===== src/rtl/riscv_mul_ctrl.sv =====
// Sequencer between execute and the iterative Booth multiplier: latch, drive, drain, hold result.
// Defining RISCV_MUL_CTRL_REUSE_EN adds a last-result tag that short-circuits repeated requests.
module riscv_mul_ctrl #(
    parameter int unsigned TIMEOUT = 96,
    parameter int unsigned XLEN    = 64
) (
    input  logic            i_riscv_mul_clk,
    input  logic            i_riscv_mul_rst,
    input  logic            i_riscv_mulctl_req_valid,
    input  logic [3:0]      i_riscv_mulctl_mulctrl,
    input  logic [XLEN-1:0] i_riscv_mulctl_rs1data,
    input  logic [XLEN-1:0] i_riscv_mulctl_rs2data,
    input  logic [4:0]      i_riscv_mulctl_rdaddr,
    input  logic            i_riscv_mulctl_flush,
    input  logic            i_riscv_mulctl_ack,
    output logic            o_riscv_mulctl_stall,
    output logic            o_riscv_mulctl_result_valid,
    output logic [XLEN-1:0] o_riscv_mulctl_result,
    output logic [4:0]      o_riscv_mulctl_rdaddr,
    output logic            o_riscv_mulctl_timeout,
    output logic [XLEN-1:0] o_riscv_mulctl_mul_rs1data,
    output logic [XLEN-1:0] o_riscv_mulctl_mul_rs2data,
    output logic [3:0]      o_riscv_mulctl_mul_mulctrl,
    input  logic [XLEN-1:0] i_riscv_mulctl_mul_product,
    input  logic            i_riscv_mulctl_mul_valid
);

    localparam int unsigned      CNT_W    = $clog2(TIMEOUT + 1);
    localparam logic [CNT_W-1:0] CNT_LAST = CNT_W'(TIMEOUT - 1);

    typedef enum logic [1:0] {StIdle, StRun, StDrain, StGap} state_e;

    state_e           state_q;
    logic [CNT_W-1:0] wdog_q;
    logic             req_mul;
    logic             accept;
    logic             wdog_expired;
    logic             reuse_hit;

    assign req_mul      = i_riscv_mulctl_req_valid & i_riscv_mulctl_mulctrl[3];
    assign accept       = req_mul & ~i_riscv_mulctl_flush & ~o_riscv_mulctl_result_valid;
    assign wdog_expired = (wdog_q == CNT_LAST);

    assign o_riscv_mulctl_stall = req_mul & ((state_q != StIdle) | o_riscv_mulctl_result_valid)
                                  & ~i_riscv_mulctl_flush;

`ifdef RISCV_MUL_CTRL_REUSE_EN
    logic            tag_valid_q;
    logic [3:0]      tag_op_q;
    logic [XLEN-1:0] tag_rs1_q;
    logic [XLEN-1:0] tag_rs2_q;
    logic [XLEN-1:0] tag_prod_q;

    assign reuse_hit = tag_valid_q && (tag_op_q == i_riscv_mulctl_mulctrl)
                       && (tag_rs1_q == i_riscv_mulctl_rs1data)
                       && (tag_rs2_q == i_riscv_mulctl_rs2data);
`else
    assign reuse_hit = 1'b0;
`endif

    always_ff @(posedge i_riscv_mul_clk or posedge i_riscv_mul_rst) begin
        if (i_riscv_mul_rst) begin
            state_q                     <= StIdle;
            wdog_q                      <= '0;
            o_riscv_mulctl_result_valid <= 1'b0;
            o_riscv_mulctl_result       <= '0;
            o_riscv_mulctl_rdaddr       <= '0;
            o_riscv_mulctl_timeout      <= 1'b0;
            o_riscv_mulctl_mul_rs1data  <= '0;
            o_riscv_mulctl_mul_rs2data  <= '0;
            o_riscv_mulctl_mul_mulctrl  <= '0;
`ifdef RISCV_MUL_CTRL_REUSE_EN
            tag_valid_q                 <= 1'b0;
            tag_op_q                    <= '0;
            tag_rs1_q                   <= '0;
            tag_rs2_q                   <= '0;
            tag_prod_q                  <= '0;
`endif
        end else begin
            // Flush and ack both retire a held result; a flush needs nothing more.
            if (o_riscv_mulctl_result_valid && (i_riscv_mulctl_flush || i_riscv_mulctl_ack)) begin
                o_riscv_mulctl_result_valid <= 1'b0;
            end
`ifdef RISCV_MUL_CTRL_REUSE_EN
            if (i_riscv_mulctl_flush) begin
                tag_valid_q <= 1'b0;
            end
`endif
            unique case (state_q)
                StIdle: begin
                    if (accept && reuse_hit) begin
`ifdef RISCV_MUL_CTRL_REUSE_EN
                        o_riscv_mulctl_result_valid <= 1'b1;
                        o_riscv_mulctl_result       <= tag_prod_q;
`endif
                        o_riscv_mulctl_rdaddr       <= i_riscv_mulctl_rdaddr;
                    end else if (accept) begin
                        o_riscv_mulctl_mul_rs1data <= i_riscv_mulctl_rs1data;
                        o_riscv_mulctl_mul_rs2data <= i_riscv_mulctl_rs2data;
                        o_riscv_mulctl_mul_mulctrl <= i_riscv_mulctl_mulctrl;
                        o_riscv_mulctl_rdaddr      <= i_riscv_mulctl_rdaddr;
                        wdog_q                     <= '0;
                        state_q                    <= StRun;
                    end
                end
                StRun: begin
                    if (i_riscv_mulctl_mul_valid) begin
                        o_riscv_mulctl_mul_mulctrl <= 4'b0000;
                        state_q                    <= StGap;
                        if (!i_riscv_mulctl_flush) begin
                            o_riscv_mulctl_result       <= i_riscv_mulctl_mul_product;
                            o_riscv_mulctl_result_valid <= 1'b1;
`ifdef RISCV_MUL_CTRL_REUSE_EN
                            tag_valid_q <= 1'b1;
                            tag_op_q    <= o_riscv_mulctl_mul_mulctrl;
                            tag_rs1_q   <= o_riscv_mulctl_mul_rs1data;
                            tag_rs2_q   <= o_riscv_mulctl_mul_rs2data;
                            tag_prod_q  <= i_riscv_mulctl_mul_product;
`endif
                        end
                    end else if (wdog_expired) begin
                        o_riscv_mulctl_timeout     <= 1'b1;
                        o_riscv_mulctl_mul_mulctrl <= 4'b0000;
                        state_q                    <= StGap;
`ifdef RISCV_MUL_CTRL_REUSE_EN
                        tag_valid_q                <= 1'b0;
`endif
                    end else begin
                        wdog_q <= wdog_q + CNT_W'(1);
                        if (i_riscv_mulctl_flush) begin
                            state_q <= StDrain;
                        end
                    end
                end
                StDrain: begin
                    // The multiplier cannot abort: keep the op driven and discard its product.
                    if (i_riscv_mulctl_mul_valid) begin
                        o_riscv_mulctl_mul_mulctrl <= 4'b0000;
                        state_q                    <= StGap;
                    end else if (wdog_expired) begin
                        o_riscv_mulctl_timeout     <= 1'b1;
                        o_riscv_mulctl_mul_mulctrl <= 4'b0000;
                        state_q                    <= StGap;
                    end else begin
                        wdog_q <= wdog_q + CNT_W'(1);
                    end
                end
                StGap: begin
                    state_q <= StIdle;
                end
            endcase
        end
    end

endmodule


===== config.mk =====
export PLATFORM = sky130hd
export DESIGN_NAME = riscv_mul_ctrl
export DESIGN_NICKNAME = d
export VERILOG_FILES = /design/src/rtl/riscv_mul_ctrl.sv
export SDC_FILE = /design/constraint.sdc
export NUM_CORES = 1
export LEC_CHECK = 0
export BUFFER_PORTS_ARGS = -buffer_cell sky130_fd_sc_hd__buf_4
export CAP_MARGIN = 0
export CELL_PAD_IN_SITES_DETAIL_PLACEMENT = 2
export CELL_PAD_IN_SITES_GLOBAL_PLACEMENT = 2
export CORE_UTILIZATION = 25
export DETAILED_ROUTE_END_ITERATION = 6
export GPL_TIMING_DRIVEN = 1
export HOLD_SLACK_MARGIN = 0.06
export PLACE_DENSITY = 0.77
export SLEW_MARGIN = 20
export SYNTH_ARGS = -nofsm -noshare
export SYNTH_HDL_FRONTEND = slang
export SYNTH_SLANG_ARGS = --single-unit

===== constraint.sdc =====
create_clock -name i_riscv_mul_clk -period 7.5 [get_ports i_riscv_mul_clk]
set_input_delay 0 -clock i_riscv_mul_clk [delete_from_list [all_inputs] [get_ports i_riscv_mul_clk]]
set_output_delay 0 -clock i_riscv_mul_clk [all_outputs]
set_load 0.03 [all_outputs]

Yosys cells after proc, flatten, opt, wreduce, memory -nomap -nowiden
Cells that the tools add are included.
{ "word_totals": {"elab_cells": 60, "out_inout_bits": 204, "reg_bits": 212, "in_bits": 207} }
{ "op_classes": {"n_reduce_logical": 12, "mux": 19, "add_sub_neg": 1, "bitwise": 9, "n_eq_ne": 10} }
{ "op_table": {"columns": ["operator", "n"], "rows": [
  ["$mux 7", 3],
  ["$pmux 7 s2", 1],
  ["$mux 2", 6],
  ["$mux 4", 3],
  ["$reduce_and 3->1", 4],
  ["$pmux 2 s4", 1],
  ["$pmux 4 s2", 1],
  ["$add 7x1->7 const B", 1],
  ["$eq 7x7->1 const B", 1],
  ["$ne 2x2->1 const B", 3],
  ["$and 1x1->1", 5],
  ["$eq 2x2->1 const B", 2],
  ["$mux 1", 4],
  ["$ne 4x4->1 const B", 1],
  ["$reduce_and 4->1", 1],
  ["$reduce_bool 2->1", 2],
  ["$ne 3x1->1 const B", 1],
  ["$ne 3x3->1 const B", 1],
  ["$not 1->1", 3],
  ["$eq 2x1->1 const B", 1],
  ["$logic_not 2->1", 1],
  ["$reduce_and 2->1", 1],
  ["$reduce_or 2->1", 1],
  ["$logic_and 1x1->1", 1],
  ["other kinds (2)", 2]
]} }

Depth between registers and ports, before layout
{ "depth": {"ltp_word": 6, "mapped_depth": 7, "depth_no_buf": 6} }

Worst setup path before layout
No wires, ideal clock.
{ "synth_timing": {"path_type": "reg-to-reg", "startpoint": "register state_q[0]", "endpoint": "register wdog_q[3]", "synth_period_minus_slack_ns": 2.001, "n_path_buf": 1, "arrival_time_ns": 1.927, "required_ns": 7.427, "path_stages_with_launch": 8, "setup_slack_ns": 5.499, "setup_ns": 0.073, "cell_sequence": "dfrtp_1 -> inv_1 -> ha_1 -> buf_2 -> and4b_1 -> a21o_1 -> or4_4 -> a21oi_2"} }
{ "synth_via": {"elab_chain_cells": 4, "elab_cells_between_ends": 10, "classes_between": "eq/ne: 5; mux: 1; reduce/logical: 4"} }
{ "synth_lines": {"columns": ["element", "line", "rtl"], "rows": [
  ["start, declared", "33", "state_e state_q;"],
  ["start signal, assigned", "63", "state_q <= StIdle;"],
  ["start signal, assigned", "103", "state_q <= StRun;"],
  ["start signal, assigned", "109", "state_q <= StGap;"],
  ["$eq 2x2->1 or $eq 2x1->1 (tied branches)", "89", "unique case (state_q)"],
  ["$reduce_or 2->1 (no line)", null, null],
  ["$ne 2x2->1 (no line) or $reduce_bool 2->1 (tied branches)", null, null],
  ["$reduce_and 4->1 (no line)", null, null],
  ["end signal, assigned", "129", "wdog_q <= wdog_q + CNT_W'(1);"],
  ["end signal, assigned", "145", "wdog_q <= wdog_q + CNT_W'(1);"],
  ["end, declared", "34", "logic [CNT_W-1:0] wdog_q;"]
]} }
Parallel ways exist; a longest one is shown, timed or not.
A chain may end at the register's enable or synchronous reset.

Worst setup path in the final report
{ "layout_timing": {"startpoint": "register state_q[0]", "endpoint": "register o_riscv_mulctl_mul_rs2data[14]"} }
{ "layout_via": {"elab_chain_cells": 2} }
{ "layout_lines": {"columns": ["element", "line", "rtl"], "rows": [
  ["$logic_not 2->1", "89", null],
  ["$reduce_and 2->1 (no line)", null, null],
  ["end signal, assigned", "99", "o_riscv_mulctl_mul_rs2data <= i_riscv_mulctl_rs2data;"],
  ["end, declared", "22", "output logic [XLEN-1:0] o_riscv_mulctl_mul_rs2data,"]
]} }
Every way passes these cells.

==> impl_metrics.json <==
{
  "numCtsBuffers": 25,
  "fin_nets": 1346,
  "finalInstanceArea_mm2": 0.0147,
  "antenna_found_initial": 2,
  "ys_ff_latch": 212,
  "grt_pass1_vias": 8509,
  "pwr-share-seq_pct": 32.1,
  "yosys.area_share.simple_pct": 2.57,
  "path_clk_slew_ns": 0.07,
  "worst-path-buf-inv": 3,
  "drtIter0Drc": 192,
  "hp-start": "i_riscv_mulctl_flush",
  "fin_ws_ns": 4.46,
  "routed_via_density": 4.34,
  "clockRootBuffer": "clkbuf_16",
  "arrival_ns": 3.42,
  "tightest_slew_ns": 1.03,
  "yosys-top-cells-area": "dfrtp_1 (65%), mux2_2 (18%), mux2_1 (9.6%)",
  "path_max_fanout": 74,
  "end_kind": "flip-flop",
  "p_leak_nw": 7.00,
  "fin_crit_sh_pct": 40.5,
  "yosysSeqAreaShare_pct": 64.7,
  "ff2ff_path_depth": 6,
  "yosysUniqueCellTypes": 38,
  "switchingPower_mw": 2.86,
  "drive_above_1_share_pct": 51.6,
  "hold_viol_final": 0,
  "finalClockSkew_ns": 0.0183,
  "die_w_um": 183,
  "slew_headroom_pct": 31.2,
  "syn_area_mm2": 0.00819,
  "core_mm2": 0.0319,
  "synth-xor-area-share_pct": 0,
  "hp-class": "input pin to flip-flop",
  "post-place-ws_ns": 4.58,
  "start_util_pct": 25.7,
  "die_area_mm2": 0.0335,
  "status": "finished clean",
  "critical_path_required_ns": 7.88,
  "swShare_pct": 43.0,
  "routed_wl_um": 36700,
  "rr_endpoint": "o_riscv_mulctl_mul_rs2data[14]$_DFFE_PP0P_",
  "ant_nets": 0,
  "crit_chain": "inv_1 > ha_1 > nor3b_4 > buf_4 > buf_4 > mux2_2",
  "rows": 65,
  "overflow": 0,
  "grt_start_max_net_pins": 80,
  "period_minus_slack_ns": 3.04,
  "drcViolationCount": 0,
  "syn2layout_area_growth_pct": 79.2,
  "critical-path-max-stage-delay_ns": 0.81,
  "hold_path_depth": 5,
  "ir_worst_vdd_mv": 0.218,
  "fmax_ghz": 0.329,
  "hold_end": "state_q[0]$_DFFE_PP0P_",
  "finalSetupViolCount": 0,
  "synth_fa_ha_area_share_pct": 0.916,
  "cts_resized": 0,
  "maxCapViolations": 0,
  "io_pins": 411,
  "postSynthCellCount": 506,
  "synth_top_cell_area_share_pct": 64.7,
  "postPlaceCellArea_mm2": 0.0117,
  "ys_warn_count": 0,
  "setup-tns-final_ns": 0,
  "p_per_area_mw_per_mm2": 452,
  "io_buffer_count": 410,
  "tritoncts": "done",
  "synth_top_family_by_area": "multiplexers",
  "clk_latency_ns": 0.52,
  "place_congestion": 0.709,
  "yosysTopAreaCell": "dfrtp_1",
  "grt_pass1_wl_um": 54600,
  "hpwl_um": 19300,
  "r2r_slack_ns": 4.46,
  "rsz0062_at_grt": "no",
  "vias": 6887,
  "synthMuxAreaShare_pct": 27.5,
  "clockBufferDepth": 3,
  "mappedNetlistNets": 719,
  "grtUsageTotal_pct": 21.6,
  "synth_compound_area_share_pct": 2.43,
  "wl_per_cell_um": 23.1,
  "die_height_um": 183,
  "p_comb_share_pct": 48.2,
  "fill_cells": 3115,
  "h-tree-depth": 1,
  "first_pass_iters": 4,
  "startpoint_type": "flip-flop",
  "r2r_start": "state_q[0]$_DFFE_PP0P_",
  "cell_internal_pwr_mw": 3.79,
  "critical_path.most_common_cell": "buf_4",
  "crit_family": "buffers and inverters",
  "slew_violations": 0,
  "critical_path.slowest_cell": "buf_4",
  "pwr-share-clk_pct": 19.7,
  "syn_avg_cell_area_um2": 16.2,
  "cts.sink_count": 212,
  "path_class": "flip-flop to flip-flop"
}
==> worst max path at each step <==
stage / startpoint / endpoint / slack [ns] / cells past startpoint
floorplan: i_riscv_mul_rst / o_riscv_mulctl_mul_mulctrl[0]$_DFFE_PP0P_ / 1.71 / 1
global placement: state_q[0]$_DFFE_PP0P_ / o_riscv_mulctl_mul_rs2data[15]$_DFFE_PP0P_ / 4.67 / 6
detailed placement: state_q[0]$_DFFE_PP0P_ / o_riscv_mulctl_mul_rs2data[15]$_DFFE_PP0P_ / 4.58 / 6
CTS: state_q[0]$_DFFE_PP0P_ / o_riscv_mulctl_rdaddr[2]$_DFFE_PP0P_ / 4.58 / 6
global route: state_q[0]$_DFFE_PP0P_ / o_riscv_mulctl_mul_rs2data[14]$_DFFE_PP0P_ / 4.29 / 6
finish: state_q[0]$_DFFE_PP0P_ / o_riscv_mulctl_mul_rs2data[14]$_DFFE_PP0P_ / 4.46 / 6
==> cells in the final DEF (no fill, tap or decap), drive strengths merged <==
cell type	count
a211o	2
a21o	3
a21oi	6
a22o	4
a2bb2oi	1
a31o	1
and2	1
and3	1
and4b	1
buf	416
bufinv	4
clkbuf	31
clkinv	8
clkinvlp	1
dfrtp	212
diode	1
dlygate4sd3	207
ha	6
inv	5
mux2	198
mux2i	2
nand2	9
nand2b	3
nand3	6
nand3b	1
nand4	1
nand4bb	1
nor2	2
nor2b	1
nor3	1
nor3b	1
o21ai	2
o221ai	1
o31a	1
o31ai	6
or3	1
or4	3
==> final cells by class <==
class,instances,area (um2),share of cell area [%]
multi-input cells,266,2740,18.7
clock inverters,13,179,1.22
diodes,1,2.50,0.0170
well taps,435,544,3.71
clock buffers,31,688,4.69
repair buffers,623,5190,35.4
inverters,5,26.3,0.179
flip-flops and latches,212,5310,36.1
==> worst reg2reg max path: cells and delay by family (launching register included) <==
kind	cells	cell delay, ns
mux	1	0.56
simple gates	1	0.25
buf+inv	3	1.37
flops	1	0.41
fa+ha+maj	1	0.32
==> layer usage <==
metal,up-vias,global-route usage [%],wire (um),share of wire [%]
met5,-,0,12,0.033
met4,2,6.63,1070,2.9
met3,59,5.54,2530,6.9
met2,313,41.6,19800,54
met1,3456,22.9,13200,36
li1,3057,-,-,-
==> power groups by stage <==
stage	clock, mW	sequential (mW)	combinational (mW)
3_5_place_dp	0	2.05	3.01
4_1_cts	1.33	2.05	3.12
6_report	1.31	2.13	3.20
3_3_place_gp	0	2.01	2.94
2_1_floorplan	0	3.10	0.668
5_1_grt	1.38	2.19	3.34
==> logic make-up after synthesis <==
kind of cell,Yosys count
flops,212
buf+inv,28
simple gates,33
compound gates,27
mux,200
fa+ha+maj,6
==> state kept, by name, indices dropped and copies added (netlist names) <==
| signal | flops |
|---|---|
| o_riscv_mulctl_mul_rs2data | 64 |
| o_riscv_mulctl_mul_rs1data | 64 |
| state_q | 2 |
| o_riscv_mulctl_result_valid | 1 |
| o_riscv_mulctl_result | 64 |
| wdog_q | 7 |
| o_riscv_mulctl_rdaddr | 5 |
| o_riscv_mulctl_timeout | 1 |
| o_riscv_mulctl_mul_mulctrl | 4 |
==> synthesized netlist by cell type (all sizes together) <==
cell	n
mux2i	2
o31a	1
mux2	198
nor3	1
inv	5
nand3b	1
a22o	4
nand2	9
a2bb2oi	1
and2	1
and3	1
or3	1
nand4	1
nor3b	1
nor2	2
a21o	3
clkbuf	2
dfrtp	212
o31ai	6
a211o	2
a21oi	6
and4b	1
buf	21
ha	6
nand3	6
o221ai	1
nor2b	1
nand2b	3
nand4bb	1
or4	3
a31o	1
o21ai	2
==> stage by stage <==
| stage | hold slack [ns] | util, % | cells | power [mW] |
|---|---|---|---|---|
| global placement | 0.127 | 36.8 | 1334 | 4.95 |
| CTS | 0.0633 | 46.0 | 1585 | 6.50 |
| detailed placement | 0.132 | 36.8 | 1334 | 5.07 |
| floorplan | 0.0863 | - | 506 | 3.77 |
| global route | 0.110 | 46.1 | 1586 | 6.92 |
| finish | 0.0958 | 46.1 | 1586 | 6.64 |
==> what timing repair did <==
action | in CTS | in global routing
hold endpoints to repair | 284 | 0
buffers inserted | 0 | 0
hold buffers | 207 | 0
Note: power is estimated with default switching activity, not from simulation.
